--- src/rtl/cpu_pkg.sv ---
// Shared definitions for the 8-bit RISC core: opcodes, instruction field layout
// and the fetch sequencer state encoding.
package cpu_pkg;

    localparam int CPU_ADDR_W = 5;
    localparam int CPU_DATA_W = 8;
    localparam int CPU_OPC_W  = 3;

    // Instruction layout: opcode in the top bits, operand in the low ADDR_W bits.
    localparam int OPC_MSB = CPU_DATA_W - 1;
    localparam int OPC_LSB = CPU_DATA_W - CPU_OPC_W;
    localparam int OPD_MSB = CPU_ADDR_W - 1;

    localparam logic [CPU_OPC_W-1:0] OP_HLT = 3'b000;
    localparam logic [CPU_OPC_W-1:0] OP_SKZ = 3'b001;
    localparam logic [CPU_OPC_W-1:0] OP_ADD = 3'b010;
    localparam logic [CPU_OPC_W-1:0] OP_AND = 3'b011;
    localparam logic [CPU_OPC_W-1:0] OP_XOR = 3'b100;
    localparam logic [CPU_OPC_W-1:0] OP_LDA = 3'b101;
    localparam logic [CPU_OPC_W-1:0] OP_STO = 3'b110;
    localparam logic [CPU_OPC_W-1:0] OP_JMP = 3'b111;

    typedef enum logic [2:0] {
        ST_FETCH    = 3'd0,
        ST_WAIT_MEM = 3'd1,
        ST_DECODE   = 3'd2,
        ST_EXEC     = 3'd3,
        ST_HALTED   = 3'd4
    } state_t;

endpackage

--- src/rtl/instr_fetch_seq_if.sv ---
// Bus between the fetch sequencer (master) and instruction memory / controller (slave).
interface instr_fetch_seq_if
    import cpu_pkg::*;
#(
    parameter int ADDR_W = CPU_ADDR_W,
    parameter int DATA_W = CPU_DATA_W,
    parameter int OPC_W  = CPU_OPC_W
) ();

    // Memory handshake: mem_rd is the request and stays high with mem_addr stable
    // until the cycle mem_ack is high; mem_rdata is taken in that same cycle.
    logic              mem_rd;
    logic [ADDR_W-1:0] mem_addr;
    logic              mem_ack;
    logic [DATA_W-1:0] mem_rdata;

    logic [OPC_W-1:0]  opcode;
    logic [ADDR_W-1:0] operand;
    logic              instr_valid;
    logic              ctrl_done;
    logic              skip;
    logic              branch;
    logic              acc_zero;
    logic              resume;
    logic              halted;

    modport master (
        output mem_rd, mem_addr, opcode, operand, instr_valid, halted,
        input  mem_ack, mem_rdata, ctrl_done, skip, branch, acc_zero, resume
    );

    modport slave (
        input  mem_rd, mem_addr, opcode, operand, instr_valid, halted,
        output mem_ack, mem_rdata, ctrl_done, skip, branch, acc_zero, resume
    );

endinterface

--- src/rtl/instr_fetch_seq_pc_next.sv ---
// Next-PC selection: branch target, skip (PC+2) or sequential (PC+1), wrapping modulo 2^ADDR_W.
module pc_next #(
    parameter int ADDR_W = 5
) (
    input  logic [ADDR_W-1:0] pc,
    input  logic [ADDR_W-1:0] operand,
    input  logic              branch,
    input  logic              skip_taken,
    output logic [ADDR_W-1:0] pc_nxt
);

    always_comb begin
        pc_nxt = pc + ADDR_W'(1);
        if (branch) begin
            pc_nxt = operand;
        end else if (skip_taken) begin
            pc_nxt = pc + ADDR_W'(2);
        end
    end

endmodule

--- src/rtl/instr_fetch_seq.sv ---
// Fetch/sequencing front end: owns PC and IR, fetches from instruction memory,
// hands opcode/operand to the controller and halts on HLT.
module instr_fetch_seq
    import cpu_pkg::*;
#(
    parameter int                ADDR_W   = CPU_ADDR_W,
    parameter int                DATA_W   = CPU_DATA_W,
    parameter int                OPC_W    = CPU_OPC_W,
    parameter logic [ADDR_W-1:0] RESET_PC = '0
) (
    input  logic                     clk,
    input  logic                     rst_n,
    instr_fetch_seq_if.master        bus,
    output state_t                   dbg_state
);

    state_t            state_q, state_d;
    logic [ADDR_W-1:0] pc_q, pc_d;
    logic [DATA_W-1:0] ir_q, ir_d;
    logic [ADDR_W-1:0] pc_nxt;
    logic              in_exec;

    // Outside EXEC the mux degenerates to PC+1, which is what HLT needs in DECODE.
    assign in_exec = (state_q == ST_EXEC);

    pc_next #(.ADDR_W(ADDR_W)) u_pc_next (
        .pc         (pc_q),
        .operand    (bus.operand),
        .branch     (in_exec & bus.branch),
        .skip_taken (in_exec & bus.skip & bus.acc_zero),
        .pc_nxt     (pc_nxt)
    );

    always_ff @(posedge clk or negedge rst_n) begin
        if (!rst_n) begin
            state_q <= ST_FETCH;
            pc_q    <= RESET_PC;
            ir_q    <= '0;
        end else begin
            state_q <= state_d;
            pc_q    <= pc_d;
            ir_q    <= ir_d;
        end
    end

    always_comb begin
        state_d = state_q;
        pc_d    = pc_q;
        ir_d    = ir_q;
        case (state_q)
            ST_FETCH: state_d = ST_WAIT_MEM;
            ST_WAIT_MEM: begin
                if (bus.mem_ack) begin
                    ir_d    = bus.mem_rdata;
                    state_d = ST_DECODE;
                end
            end
            ST_DECODE: begin
                if (bus.opcode == OPC_W'(OP_HLT)) begin
                    pc_d    = pc_nxt;
                    state_d = ST_HALTED;
                end else begin
                    state_d = ST_EXEC;
                end
            end
            ST_EXEC: begin
                if (bus.ctrl_done) begin
                    pc_d    = pc_nxt;
                    state_d = ST_FETCH;
                end
            end
            ST_HALTED: begin
                if (bus.resume) begin
                    state_d = ST_FETCH;
                end
            end
            default: state_d = ST_FETCH;
        endcase
    end

    // The request is a pure decode of WAIT_MEM, so it is low in reset and drops right after the ack.
    assign bus.mem_rd      = (state_q == ST_WAIT_MEM);
    assign bus.mem_addr    = pc_q;
    assign bus.opcode      = ir_q[DATA_W-1 -: OPC_W];
    assign bus.operand     = ir_q[ADDR_W-1:0];
    assign bus.instr_valid = (state_q == ST_DECODE);
    assign bus.halted      = (state_q == ST_HALTED);
    assign dbg_state       = state_q;

endmodule

--- src/flat_wrapper.sv ---
// flat-port wrapper written by rule: the top's interface ports become plain ports
module instr_fetch_seq_flat import cpu_pkg::*;
#(
    parameter int                ADDR_W   = CPU_ADDR_W,
    parameter int                DATA_W   = CPU_DATA_W,
    parameter int                OPC_W    = CPU_OPC_W,
    parameter logic [ADDR_W-1:0] RESET_PC = '0
)
  (clk, rst_n, dbg_state, bus_mem_rd, bus_mem_addr, bus_opcode, bus_operand, bus_instr_valid, bus_halted, bus_mem_ack, bus_mem_rdata, bus_ctrl_done, bus_skip, bus_branch, bus_acc_zero, bus_resume);
  instr_fetch_seq_if #(.ADDR_W(ADDR_W), .DATA_W(DATA_W), .OPC_W(OPC_W)) bus_i ();
  input  logic clk;
  input  logic rst_n;
  output state_t dbg_state;
  output wire logic [$bits(bus_i.mem_rd)-1:0] bus_mem_rd;
  output wire logic [$bits(bus_i.mem_addr)-1:0] bus_mem_addr;
  output wire logic [$bits(bus_i.opcode)-1:0] bus_opcode;
  output wire logic [$bits(bus_i.operand)-1:0] bus_operand;
  output wire logic [$bits(bus_i.instr_valid)-1:0] bus_instr_valid;
  output wire logic [$bits(bus_i.halted)-1:0] bus_halted;
  input wire logic [$bits(bus_i.mem_ack)-1:0] bus_mem_ack;
  input wire logic [$bits(bus_i.mem_rdata)-1:0] bus_mem_rdata;
  input wire logic [$bits(bus_i.ctrl_done)-1:0] bus_ctrl_done;
  input wire logic [$bits(bus_i.skip)-1:0] bus_skip;
  input wire logic [$bits(bus_i.branch)-1:0] bus_branch;
  input wire logic [$bits(bus_i.acc_zero)-1:0] bus_acc_zero;
  input wire logic [$bits(bus_i.resume)-1:0] bus_resume;
  assign bus_mem_rd = bus_i.mem_rd;
  assign bus_mem_addr = bus_i.mem_addr;
  assign bus_opcode = bus_i.opcode;
  assign bus_operand = bus_i.operand;
  assign bus_instr_valid = bus_i.instr_valid;
  assign bus_halted = bus_i.halted;
  assign bus_i.mem_ack = bus_mem_ack;
  assign bus_i.mem_rdata = bus_mem_rdata;
  assign bus_i.ctrl_done = bus_ctrl_done;
  assign bus_i.skip = bus_skip;
  assign bus_i.branch = bus_branch;
  assign bus_i.acc_zero = bus_acc_zero;
  assign bus_i.resume = bus_resume;
  instr_fetch_seq #(.ADDR_W(ADDR_W), .DATA_W(DATA_W), .OPC_W(OPC_W), .RESET_PC(RESET_PC)) u_core (.clk(clk), .rst_n(rst_n), .bus(bus_i), .dbg_state(dbg_state));
endmodule
--- config.mk ---
export PLATFORM = sky130hd
export DESIGN_NAME = instr_fetch_seq_flat
export DESIGN_NICKNAME = d
export VERILOG_FILES = /design/src/rtl/cpu_pkg.sv /design/src/rtl/instr_fetch_seq_if.sv /design/src/rtl/instr_fetch_seq_pc_next.sv /design/src/rtl/instr_fetch_seq.sv /design/src/flat_wrapper.sv
export SDC_FILE = /design/constraint.sdc
export NUM_CORES = 1
export LEC_CHECK = 0
export CORE_ASPECT_RATIO = 1.4
export CORE_UTILIZATION = 38
export DETAILED_ROUTE_END_ITERATION = 16
export PLACE_DENSITY = 0.74
export SETUP_SLACK_MARGIN = 0.05
export SLEW_MARGIN = 20
export SYNTH_ARGS = -nofsm -noshare
export SYNTH_HDL_FRONTEND = slang
export SYNTH_SLANG_ARGS = --single-unit
--- constraint.sdc ---
create_clock -name clk -period 1.6 [get_ports clk]
set_input_delay 0.24 -clock clk [delete_from_list [all_inputs] [get_ports clk]]
set_output_delay 0.24 -clock clk [all_outputs]
set_load 0.02 [all_outputs]
==> flow_summary.toml <==
[final_layout]
syn_to_final_growth_pct = 64.5
final_common_cell = "buf_4"
drive_gt1_frac = 0.364
fin_nets = 162
final_cell_mix = "18 x buf_4, 15 x clkdlybuf4s50_1, 12 x dfrtp_1"
fill_cells = 190
antenna_cells = 0

[global_routing]
overflow = 0
grt_pass1_wl_um = 3920
grt_max_degree = 17
grt_use_total = 0.202
grt_antenna_before_repair = 0
grt_pass1_vias = 884

[sta]
clock_skew_ns = 0.00675
final.min_clock_period_ns = 1.66
tightest_slew_ns = 0.342
slew_violations = 0
setup_viol = 2
hold_violations = 0
rsz0062_at_grt = "yes"
fmax_mhz = 603
worst_slack_ns = -0.0577
fin_crit_sh = 1.04
slew_headroom = 0.772
holdWs_ns = 0.254

[clock_tree]
htreeDepth = 1
cts_tree = "done"
numCtsBuffers = 3
holdBufCountCts = 0
clk_path_buf_depth = 2
root_buffer = "clkbuf_4"
cts.sinks = 16
clkLatencyLatePin_ns = 0.29
clkTransAtPathRegs_ns = 0.10

[die]
start_util = 0.411
num_rows = 20
dieArea_um2 = 2580
die_h_um = 59.7
die_x_um = 43.2
coreArea_um2 = 2200
io_pins = 35

[detailed_routing]
via_per_inst = 5.57
wire_per_inst_um = 14.6
vias = 919
drt_iter0_drc = 29
antenna_left = 0
totalWireLength_um = 2410
drc = 0
dr.pass1.iters = 4

[logic_synthesis]
synth_cell_types = 36
synth.area.mux_share = 0.111
yosys_warnings = 0
synth_edf_count = 0
synth_nets = 106
ys.flop_type = "dfrtp_1"
synthArstFlopShare = 1.00
synth_seq_cells = 16
ys_seq_area_frac = 0.443
synth_compound_area_frac = 0.184
synth_xor_area_frac = 0.00968
synthesis.instances = 88
syn_area_per_cell_um2 = 10.3
synth_top_family_by_area = "simple AND/OR/NAND/NOR gates"
yosys.area_share.adder = 0.0277
syn_area_um2 = 905
synthSimpleGateAreaFrac = 0.188

[power_and_ir_drop]
seqPwrFrac = 0.280
swShare = 0.420
p_sw_mw = 1.17
clkPwrFrac = 0.100
internal_power_mw = 1.61
ir_worst_vdd_mv = 1.16
powerDensity_nw_per_um2 = 1870
total_leakage_power_nw = 0.688
p_comb_frac = 0.621
design_power_total_mw = 2.78

[place]
portBuffers = 34
gp_congestion = 0.783
hpwl_um = 1810

[run]
max_cap_viol_count = 0

[setup_path]
crit_type = "reg -> reg"
crit_arrival_ns = 1.84
cp_max_fo = 4
startpoint_type = "register"
cp-end-kind = "register"
required_ns = 1.78

[worst_hold_path]
hold_path.class = "in -> async"

[status]
violations = "setup timing"
status = "complete, but fails checks"
-- stage by stage --
step	setup WS, ns	setup TNS [ns]	std cells	utilization	area, µm²
after floorplan	-0.0689	-0.162	88	-	916
after global placement	-0.0312	-0.0312	158	0.639	1410
after detailed placement	-0.0286	-0.0885	158	0.639	1410
after CTS	-0.0477	-0.0623	165	0.665	1470
after global routing	-0.0877	-0.180	165	0.676	1490
final	-0.0577	-0.0785	165	0.676	1490
-- worst paths after layout --
kind / start / endpoint / slack (ns) / depth (start not counted)
max reg2reg: u_core.ir_q[6] / u_core.bus.mem_addr[4] / -0.06 / 4
min reg2reg: u_core.ir_q[0] / u_core.ir_q[0] / 0.55 / 1
max: u_core.ir_q[6] / u_core.bus.mem_addr[4] / -0.06 / 4
max in group asynchronous: rst_n / u_core.dbg_state[0] / 1.15 / 2
min: rst_n / u_core.dbg_state[2] / 0.25 / 2
min in group clk: bus_mem_rdata[0] / u_core.ir_q[0] / 0.55 / 2
-- synth_stat cells (2+ instances only) --
cell       n  share of area
nand3_1    2          0.011
dfrtp_1   16           0.44
nor3b_1    3          0.025
a31oi_1    2          0.014
inv_1      3          0.012
clkbuf_1   3          0.012
nor2_1     5          0.021
ha_1       2          0.028
and2_1     2          0.014
a21oi_1    4          0.022
o21ai_0    3          0.017
mux2_2     8           0.10
nand2_1   11          0.046
nor3_1     2          0.011
-- layer usage --
metal  vias up  wire [µm]  global-route usage
met1       465        988               0.231
met5         -          0                   0
met2        19       1320               0.367
met4         0         28              0.0909
li1        433          -                   -
met3         2         69              0.0272
-- flip-flops by register name (all words and copies together), names as in the netlist --
name / flops
u_core.bus.mem_addr: 5
u_core.dbg_state: 3
u_core.ir_q: 8
-- power by group through the flow --
stage	registers, mW	logic, mW	clock network (mW)
after global routing	0.797	1.85	0.295
final	0.777	1.72	0.277
after global placement	0.760	1.72	0
after detailed placement	0.774	1.76	0
after CTS	0.776	1.71	0.277
after floorplan	0.966	0.726	0
-- logic make-up after synthesis --
kind of cell,after synthesis
simple gates,31
compound gates,22
flops,16
mux,9
buf+inv,7
fa+ha+maj,2
xor+xnor,1
-- worst max-delay path, stage by stage (launching register included) --
cell	delay (ns)
dfrtp_2	0.42
or4_4	0.56
a21oi_4	0.20
mux2i_1	0.10
a311o_1	0.27
-- cell type report --
cell class	instances	area [µm²]	share of cell area
clock buffers	4	36.3	0.0244
inverters	3	11.3	0.00757
multi-input cells	65	500	0.336
flip-flops and latches	16	405	0.272
well taps	22	27.5	0.0185
repair buffers	55	507	0.341
-- timing repair --
action                     in CTS  in global routing
buffers inserted                3                  0
setup endpoints to repair      20                 10
resized for setup              32                 10
pin swaps                       4                  4
No activity file was read; power rests on OpenSTA's default activity.
